$ cat config.mk
export PLATFORM = sky130hd
export DESIGN_NAME = pulse_width_meter_mc
export DESIGN_NICKNAME = d
export VERILOG_FILES = /design/src/rtl/pulse_meter_pkg.sv /design/src/rtl/pulse_meter_channel.sv /design/src/rtl/pulse_width_meter_mc.sv
export SDC_FILE = /design/constraint.sdc
export NUM_CORES = 1
export LEC_CHECK = 0
export CORE_MARGIN = 4
export CORE_UTILIZATION = 44
export CTS_CLUSTER_DIAMETER = 50
export DETAILED_ROUTE_END_ITERATION = 6
export PLACE_DENSITY = 0.62
export RECOVER_POWER = 50
export SLEW_MARGIN = 20
export SYNTH_ARGS = -nofsm -noshare
export SYNTH_HDL_FRONTEND = slang
export SYNTH_SLANG_ARGS = --single-unit
$ cat constraint.sdc
create_clock -name clk -period 2.65 [get_ports clk]
set_clock_uncertainty 0.15 [all_clocks]
set_input_delay 0.53 -clock clk [delete_from_list [all_inputs] [get_ports clk]]
set_output_delay 0.53 -clock clk [all_outputs]
set_load 0.01 [all_outputs]
$ cat src/rtl/pulse_meter_pkg.sv
// pulse_meter_pkg: shared types and helpers for the multi-channel pulse-width meter
package pulse_meter_pkg;
    // Result fields are sized for the widest supported counters; narrower builds zero-extend
    localparam int PM_CNT_W = 32;
    localparam int PM_TIME_W = 32;
    typedef enum logic [1:0] {IDLE, MEASURE, DONE} pm_state_e;
    typedef struct packed {
        logic [PM_CNT_W-1:0] count;
        logic [PM_TIME_W-1:0] time_ms;
        logic ovf;
    } pm_result_t;
    function automatic int ms_prescale(input int clk_hz);
        return clk_hz >= 2000 ? clk_hz / 1000 : 1;
    endfunction
endpackage

$ cat src/rtl/pulse_meter_channel.sv
// pulse_meter_channel: synchronises, edge-detects and times one pulse input
module pulse_meter_channel
    import pulse_meter_pkg::*;
#(
    parameter int CNT_W = 20,
    parameter int TIME_W = 32,
    parameter int CLK_HZ = 50_000_000,
    parameter int SYNC_STAGES = 2
) (
    input  logic       clk,
    input  logic       rst,
    input  logic       pulse_in,
    input  logic       en,
    input  logic       pol,
    output logic       busy,
    output logic       done_tick,
    output logic       store,
    output pm_result_t result
);
    localparam int M = ms_prescale(CLK_HZ);
    localparam int PRE_W = M > 1 ? $clog2(M) : 1;
    pm_state_e state, state_nx;
    logic [SYNC_STAGES-1:0] sync;
    logic act_q, pol_q, pol_eff, active, start, wrap, ovf;
    logic [CNT_W-1:0] cnt;
    logic [PRE_W-1:0] pre;
    logic [TIME_W-1:0] ms;
    assign pol_eff = state == IDLE ? pol : pol_q;
    assign active = sync[SYNC_STAGES-1] ^ ~pol_eff;
    assign start = en & active & ~act_q;
    assign wrap = pre == PRE_W'(M - 1);
    assign busy = state == MEASURE;
    assign store = state == DONE;
    always_comb begin
        state_nx = state == IDLE ? (start ? MEASURE : IDLE)
                 : state == MEASURE ? (!en ? IDLE : active ? MEASURE : DONE)
                 : IDLE;
    end
    always_ff @(posedge clk) begin
        state <= rst ? IDLE : state_nx;
    end
    // Reset preloads the pin level and marks it seen, so a pulse already active is ignored
    always_ff @(posedge clk) begin
        sync <= rst ? {SYNC_STAGES{pulse_in}} : {sync[SYNC_STAGES-2:0], pulse_in};
        act_q <= rst | active;
        pol_q <= pol_eff;
    end
    always_ff @(posedge clk) begin
        if (rst) begin
            cnt <= '0;
            pre <= '0;
            ms <= '0;
            ovf <= 1'b0;
            result <= '0;
            done_tick <= 1'b0;
        end else begin
            done_tick <= store;
            if (store) result <= {PM_CNT_W'(cnt), PM_TIME_W'(ms), ovf};
            if (state == IDLE && start) begin
                cnt <= CNT_W'(1);
                pre <= PRE_W'(M > 1 ? 1 : 0);
                ms <= TIME_W'(M > 1 ? 0 : 1);
                ovf <= 1'b0;
            end else if (busy && active) begin
                cnt <= &cnt ? cnt : cnt + 1'b1;
                pre <= wrap ? '0 : pre + 1'b1;
                if (wrap) ms <= &ms ? ms : ms + 1'b1;
                ovf <= ovf | &cnt | (wrap & &ms);
            end
        end
    end
endmodule

$ cat src/rtl/pulse_width_meter_mc.sv
// pulse_width_meter_mc: multi-channel pulse-width meter with shared read port
module pulse_width_meter_mc
    import pulse_meter_pkg::*;
#(
    parameter int CHANNELS = 4,
    parameter int CNT_W = 20,
    parameter int TIME_W = 32,
    parameter int CLK_HZ = 50_000_000,
    parameter int SYNC_STAGES = 2,
    localparam int CH_W = CHANNELS > 1 ? $clog2(CHANNELS) : 1
) (
    input  logic                clk,
    input  logic                rst,
    input  logic [CHANNELS-1:0] pulse_in,
    input  logic [CHANNELS-1:0] ch_en,
    input  logic [CHANNELS-1:0] pol,
    input  logic                rd_req,
    input  logic [CH_W-1:0]     rd_ch,
    output logic [CHANNELS-1:0] busy,
    output logic [CHANNELS-1:0] done_tick,
    output logic [CHANNELS-1:0] fresh,
    output logic                rd_valid,
    output logic [CNT_W-1:0]    rd_count,
    output logic [TIME_W-1:0]   rd_time_ms,
    output logic                rd_ovf
);
    pm_result_t result [CHANNELS];
    pm_result_t sel;
    logic [CHANNELS-1:0] store, clr;
    logic hit, unused_sel;
    assign hit = 32'(rd_ch) < CHANNELS;
    assign sel = hit ? result[rd_ch] : '0;
    assign clr = (rd_req && hit) ? CHANNELS'(1) << rd_ch : '0;
    assign unused_sel = ^sel;
    for (genvar i = 0; i < CHANNELS; i++) begin : g_ch
        pulse_meter_channel #(
            .CNT_W(CNT_W), .TIME_W(TIME_W), .CLK_HZ(CLK_HZ), .SYNC_STAGES(SYNC_STAGES)
        ) u_ch (
            .clk(clk), .rst(rst), .pulse_in(pulse_in[i]), .en(ch_en[i]), .pol(pol[i]),
            .busy(busy[i]), .done_tick(done_tick[i]), .store(store[i]), .result(result[i])
        );
    end
    // A completion in the same cycle as a read keeps fresh set; the read sees the old result
    always_ff @(posedge clk) begin
        if (rst) begin
            fresh <= '0;
            rd_valid <= 1'b0;
            rd_count <= '0;
            rd_time_ms <= '0;
            rd_ovf <= 1'b0;
        end else begin
            fresh <= store | (fresh & ~clr);
            rd_valid <= rd_req;
            if (rd_req) begin
                rd_count <= sel.count[CNT_W-1:0];
                rd_time_ms <= sel.time_ms[TIME_W-1:0];
                rd_ovf <= sel.ovf;
            end
        end
    end
endmodule

==> results summary <==
The share of total power in the clock network is approximately half. The number of placed I/O pins came out at 83. Of the total synthesized cell area, the portion taken by XOR and XNOR cells is 8.523%. After synthesis, the largest family of logic cells by area is simple AND/OR/NAND/NOR gates.

The number of buffers added to fix hold violations after cts is 0. The number of max-slew violations in the final report is 0. The clock period minus final worst setup slack came out at around 2.5 ns. Setup repair after global routing left no endpoint under its margin. Counting flops with a built-in enable in the synthesized netlist gives 0. The fraction of registers with async set or reset after synthesis is 0%. The number of nets in the layout is 2966. The area share of the largest cell type after synthesis is 46.98%. The wire length reported by the detailed router is 65080 um. On the critical path, the stage with the largest delay is an instance of sky130_fd_sc_hd__nor4_1. The number of register bits inferred by synthesis is 574. The clock latency reported for the late side of the worst-skew pair is 0.60 ns.

The number of filler instances in the final layout is approximately 5.2k. For this design the total switching power over the nets is 4196 uW. The floorplan die height is 243.8 um.

The synthesized-area fraction occupied by adder cells is 0.6139%. The cell sitting at the root of the clock tree is a sky130_fd_sc_hd__clkbuf_16. The x dimension of the die came out at ~240 um. The number of max-cap violations came out at 0. At the end of routability-driven placement, the weighted congestion stood at 0.9056. The clock passes through at most 3 buffers. The worst reg2reg path depth is 8. The worst setup path is captured at a register. The worst pin sits at a relative slew slack of about 11%. After the flow finishes, the layout carries non-filler instances totaling 3742. The tightest min-delay check is of the reg -> reg type. The largest voltage drop on the vdd net came out at roughly 0.00051 V.

In this run the power density over the cells is around 660 nW/um^2. The number of sinks handled by clock tree synthesis came out at 574. The first detailed-routing pass took 5 iterations. The flow ran to the end, and the final reports show no timing, DRC or antenna violations.

The count of final hold-check violations came out at 0. The slew at the pin closest to its max-slew limit came out at roughly 1.3 ns. The worst hold path stage count is 2. Clock tree synthesis inserted a total of 73 buffers. In the final layout, flip-flops and latches occupy 11490 um^2.

Of all cell types, the one taking the most synthesized area is sky130_fd_sc_hd__dfxtp_1. The number of nets handed over by synthesis was 2859. The average detailed-routed wire length per instance came out at 17.39 um.

Summing the sequential cell areas from Yosys gives 46.98% of the chip area. Across all layers, the routed design uses approximately 20k vias. The number of vias per cell after detailed routing is roughly 5.4. TritonCTS built the clock tree.

The wire length of the first global-routing pass came out at 105200 um. The worst path uses ~96% of the clock period. Setup violations remaining at the end of the flow were counted as 0. The simple logic cell fraction of the synthesized area came out at 26.51%. The switching part of the total came out at 22.00%.

The worst setup path is launched from a register. The die outline area came out at 59420 um^2. The cell count after placement is 3607. For this run, the leading register cell type out of synthesis is sky130_fd_sc_hd__dfxtp_1. Internal power comes to 14880 uW.

Input and output buffers added on the ports amount to 82. The number of H-tree branching levels came out at 3. Sorting the synthesized cells by how often they occur yields sky130_fd_sc_hd__dfxtp_1 (574), sky130_fd_sc_hd__nand2_1 (542), sky130_fd_sc_hd__nor2_1 (351).

The worst stage delay on the critical path came out at 0.59 ns. Compared with the post-synthesis result, the final layout area differs by 18.15%. The setup slack on the worst flop-to-flop path came out at 0.11 ns. The core area is 55090 um^2. Data on the critical path arrives at its endpoint at approximately 2.9 ns.

The starting utilization of the core area is 44.39%. The mux contribution to synthesized area came out at 7.561%. The number of rows in the core area is 86. Yosys instantiated no cell more often than sky130_fd_sc_hd__dfxtp_1. The synthesized netlist devotes 6.855% of its cell area to compound gates. STA puts the critical path data required time at 2.98 ns. The number of distinct library cells after synthesis came out at 58. The number of global-route vias before repair is 19.37k. The area of the multi-input gates came out at 12290 um^2.

Summed over all layers, the global routing overflow is 0. The most numerous cell type found on the critical path is sky130_fd_sc_hd__nand4_1. Entering global routing, the biggest net connects 96 pins.

The post-detailed-placement half-perimeter wirelength is 46040 um. Clock-pin slew was measured on the worst setup and hold paths at 0.06 ns. The overall global routing resource usage came out at a little over a fifth.

The critical path start-end classification is reg -> reg. A synthesized cell averages slightly below 9 um^2. The residual DRC count came out at 0. The fraction of power consumed by combinational cells came out at 2.6%. Synthesis produced a netlist whose cell count is 2830.

The first-iteration detailed-routing DRC count came out at 1503. The Yosys warning count is 0. The initial antenna violation count was 2. Traced cell by cell, the critical path runs through ha_1 > nand2_1 > nor4_1 > nand4_1 > buf_4 > nand4_1 > xor2_1 > nor2_1. The top achievable clock speed came out at a little under 400 MHz.

The remaining antenna violation count after routing is 0. Sequential cells burn 45.6% of the power. Setup total negative slack on the finished layout was measured at 0 ns.

Summed over all cells, the static leakage comes to 0.01005 uW. After synthesis, the cell types taking the most area are sky130_fd_sc_hd__dfxtp_1 (47%), sky130_fd_sc_hd__nand2_1 (8.3%), sky130_fd_sc_hd__nor2_1 (5.4%). In this run the cell area of the synthesized design comes to approximately 24000 um^2. The fraction of layout instances using a drive strength above 1 came out at 10.36%.

Of all nets on the critical path, the largest fanout is 5.
[worst paths after layout]
| check | startpoint | to |
|---|---|---|
| worst min-delay path | g_ch[1].u_ch.result[24]$_SDFFE_PP0P_ | g_ch[1].u_ch.result[24]$_SDFFE_PP0P_ |
| worst min register to register | g_ch[1].u_ch.result[24]$_SDFFE_PP0P_ | g_ch[1].u_ch.result[24]$_SDFFE_PP0P_ |
| worst max-delay path | g_ch[2].u_ch.ms[0]$_SDFFE_PP0P_ | g_ch[2].u_ch.ms[31]$_SDFFE_PP0P_ |
| worst max register to register | g_ch[2].u_ch.ms[0]$_SDFFE_PP0P_ | g_ch[2].u_ch.ms[31]$_SDFFE_PP0P_ |
[per-layer routing]
| layer | track usage, % | share of wire, % | wire length [um] |
|---|---|---|---|
| met5 | 0 | 0 | 0 |
| met4 | 5.316 | 2.3 | 1502 |
| met3 | 3.621 | 5.1 | 3342 |
| met2 | 33.29 | 45 | 29100 |
| met1 | 31.54 | 48 | 31140 |
[state kept, by name, indices dropped and copies added, names as in the netlist]
name and flops:
g_ch.u_ch.result 212, g_ch.u_ch.ms 128, g_ch.u_ch.cnt 80, g_ch.u_ch.pre 64, rd_time_ms 32, rd_count 20, g_ch.u_ch.state 8, g_ch.u_ch.sync 8
fresh 4, g_ch.u_ch.act_q 4, g_ch.u_ch.done_tick 4, g_ch.u_ch.ovf 4, g_ch.u_ch.pol_q 4, rd_ovf 1, rd_valid 1
[power groups by stage]
| stage | clock [uW] | sequential [uW] | combinational [uW] |
|---|---|---|---|
| 5_1_grt | 10500 | 8690 | 542 |
| 2_1_floorplan | 0 | 8870 | 340 |
| 4_1_cts | 10100 | 8690 | 528 |
| 3_3_place_gp | 0 | 8880 | 520 |
| 3_5_place_dp | 0 | 8880 | 527 |
| 6_report | 9890 | 8690 | 498 |
[layout by cell type, fill, tap and decap left out, types with 9 or more instances in the layout]
cell type                         instances
sky130_fd_sc_hd__xor2_1                 145
sky130_fd_sc_hd__inv_1                   27
sky130_fd_sc_hd__clkinv_2                11
sky130_fd_sc_hd__clkbuf_16               77
sky130_fd_sc_hd__a21oi_1                256
sky130_fd_sc_hd__and4_1                  33
sky130_fd_sc_hd__nand3_1                101
sky130_fd_sc_hd__clkbuf_1                13
sky130_fd_sc_hd__buf_4                   89
sky130_fd_sc_hd__or4_1                   10
sky130_fd_sc_hd__clkbuf_8                12
sky130_fd_sc_hd__and3_1                  67
sky130_fd_sc_hd__clkbuf_2                 9
sky130_fd_sc_hd__nand4_1                114
sky130_fd_sc_hd__dfxtp_1                573
sky130_fd_sc_hd__mux2i_1                 61
sky130_fd_sc_hd__o21ai_0                 21
sky130_fd_sc_hd__nor4_1                  21
sky130_fd_sc_hd__nor3_1                  43
sky130_fd_sc_hd__xnor2_1                 93
sky130_fd_sc_hd__or3_1                   18
sky130_fd_sc_hd__nor2_1                 351
sky130_fd_sc_hd__nand2_1                542
sky130_fd_sc_hd__and2_1                  18
sky130_fd_sc_hd__clkdlybuf4s50_1         73
sky130_fd_sc_hd__nor4bb_1                 9
sky130_fd_sc_hd__mux4_2                  53
sky130_fd_sc_hd__ha_1                    12
sky130_fd_sc_hd__a211oi_1                10
[worst max-delay path: cells and delay by family (launching register included)]
family | cells | cell delay [ns]
xor+xnor | 1 | 0.18
fa+ha+maj | 1 | 0.20
buf+inv | 1 | 0.27
flops | 1 | 0.39
simple gates | 5 | 1.24
[kinds of logic after synthesis]
logic type               after synthesis
adder cells (fa/ha/maj)               12
flip-flops                           574
AO/OA/AOI/OAI                        316
AND/OR/NAND/NOR                     1388
buffers and inverters                184
multiplexers                         118
XOR/XNOR                             238
[timing repair]
| item | 4_1_cts | 5_1_grt |
|---|---|---|
| setup buffers | 0 | 3 |
| cloned | 0 | 0 |
| endpoints found under the hold margin | 0 | 0 |
| resized for setup | 1 | 3 |
| pin swaps | 0 | 1 |
| endpoints found under the setup margin | 1 | 26 |
[final cells by class]
class / instances / area share [%]
Multi-Input combinational cell: 2072 / 42.53
Sequential cell: 574 / 39.77
Clock buffer: 98 / 7.356
Timing Repair Buffer: 188 / 5.594
Tap cell: 748 / 3.239
Clock inverter: 33 / 1.130
Inverter: 28 / 0.3724
Antenna cell: 1 / 0.008660
[stage by stage]
step / setup WS, ns / cell area (um^2) / total power (uW) / hold WS (ns) / util [%]
6_report: 0.1120 / 28900 / 19080 / 0.3014 / 52.45
5_1_grt: 0.004646 / 28900 / 19700 / 0.3005 / 52.45
4_1_cts: 0.01428 / 28990 / 19290 / 0.2219 / 52.63
3_5_place_dp: 0.005967 / 26540 / 9406 / 0.2927 / 48.17
3_3_place_gp: 0.07119 / 26540 / 9398 / 0.2886 / 48.17
2_1_floorplan: 0.1885 / 24460 / 9213 / 0.2813 / -
No activity file was read; power rests on OpenSTA's default activity.
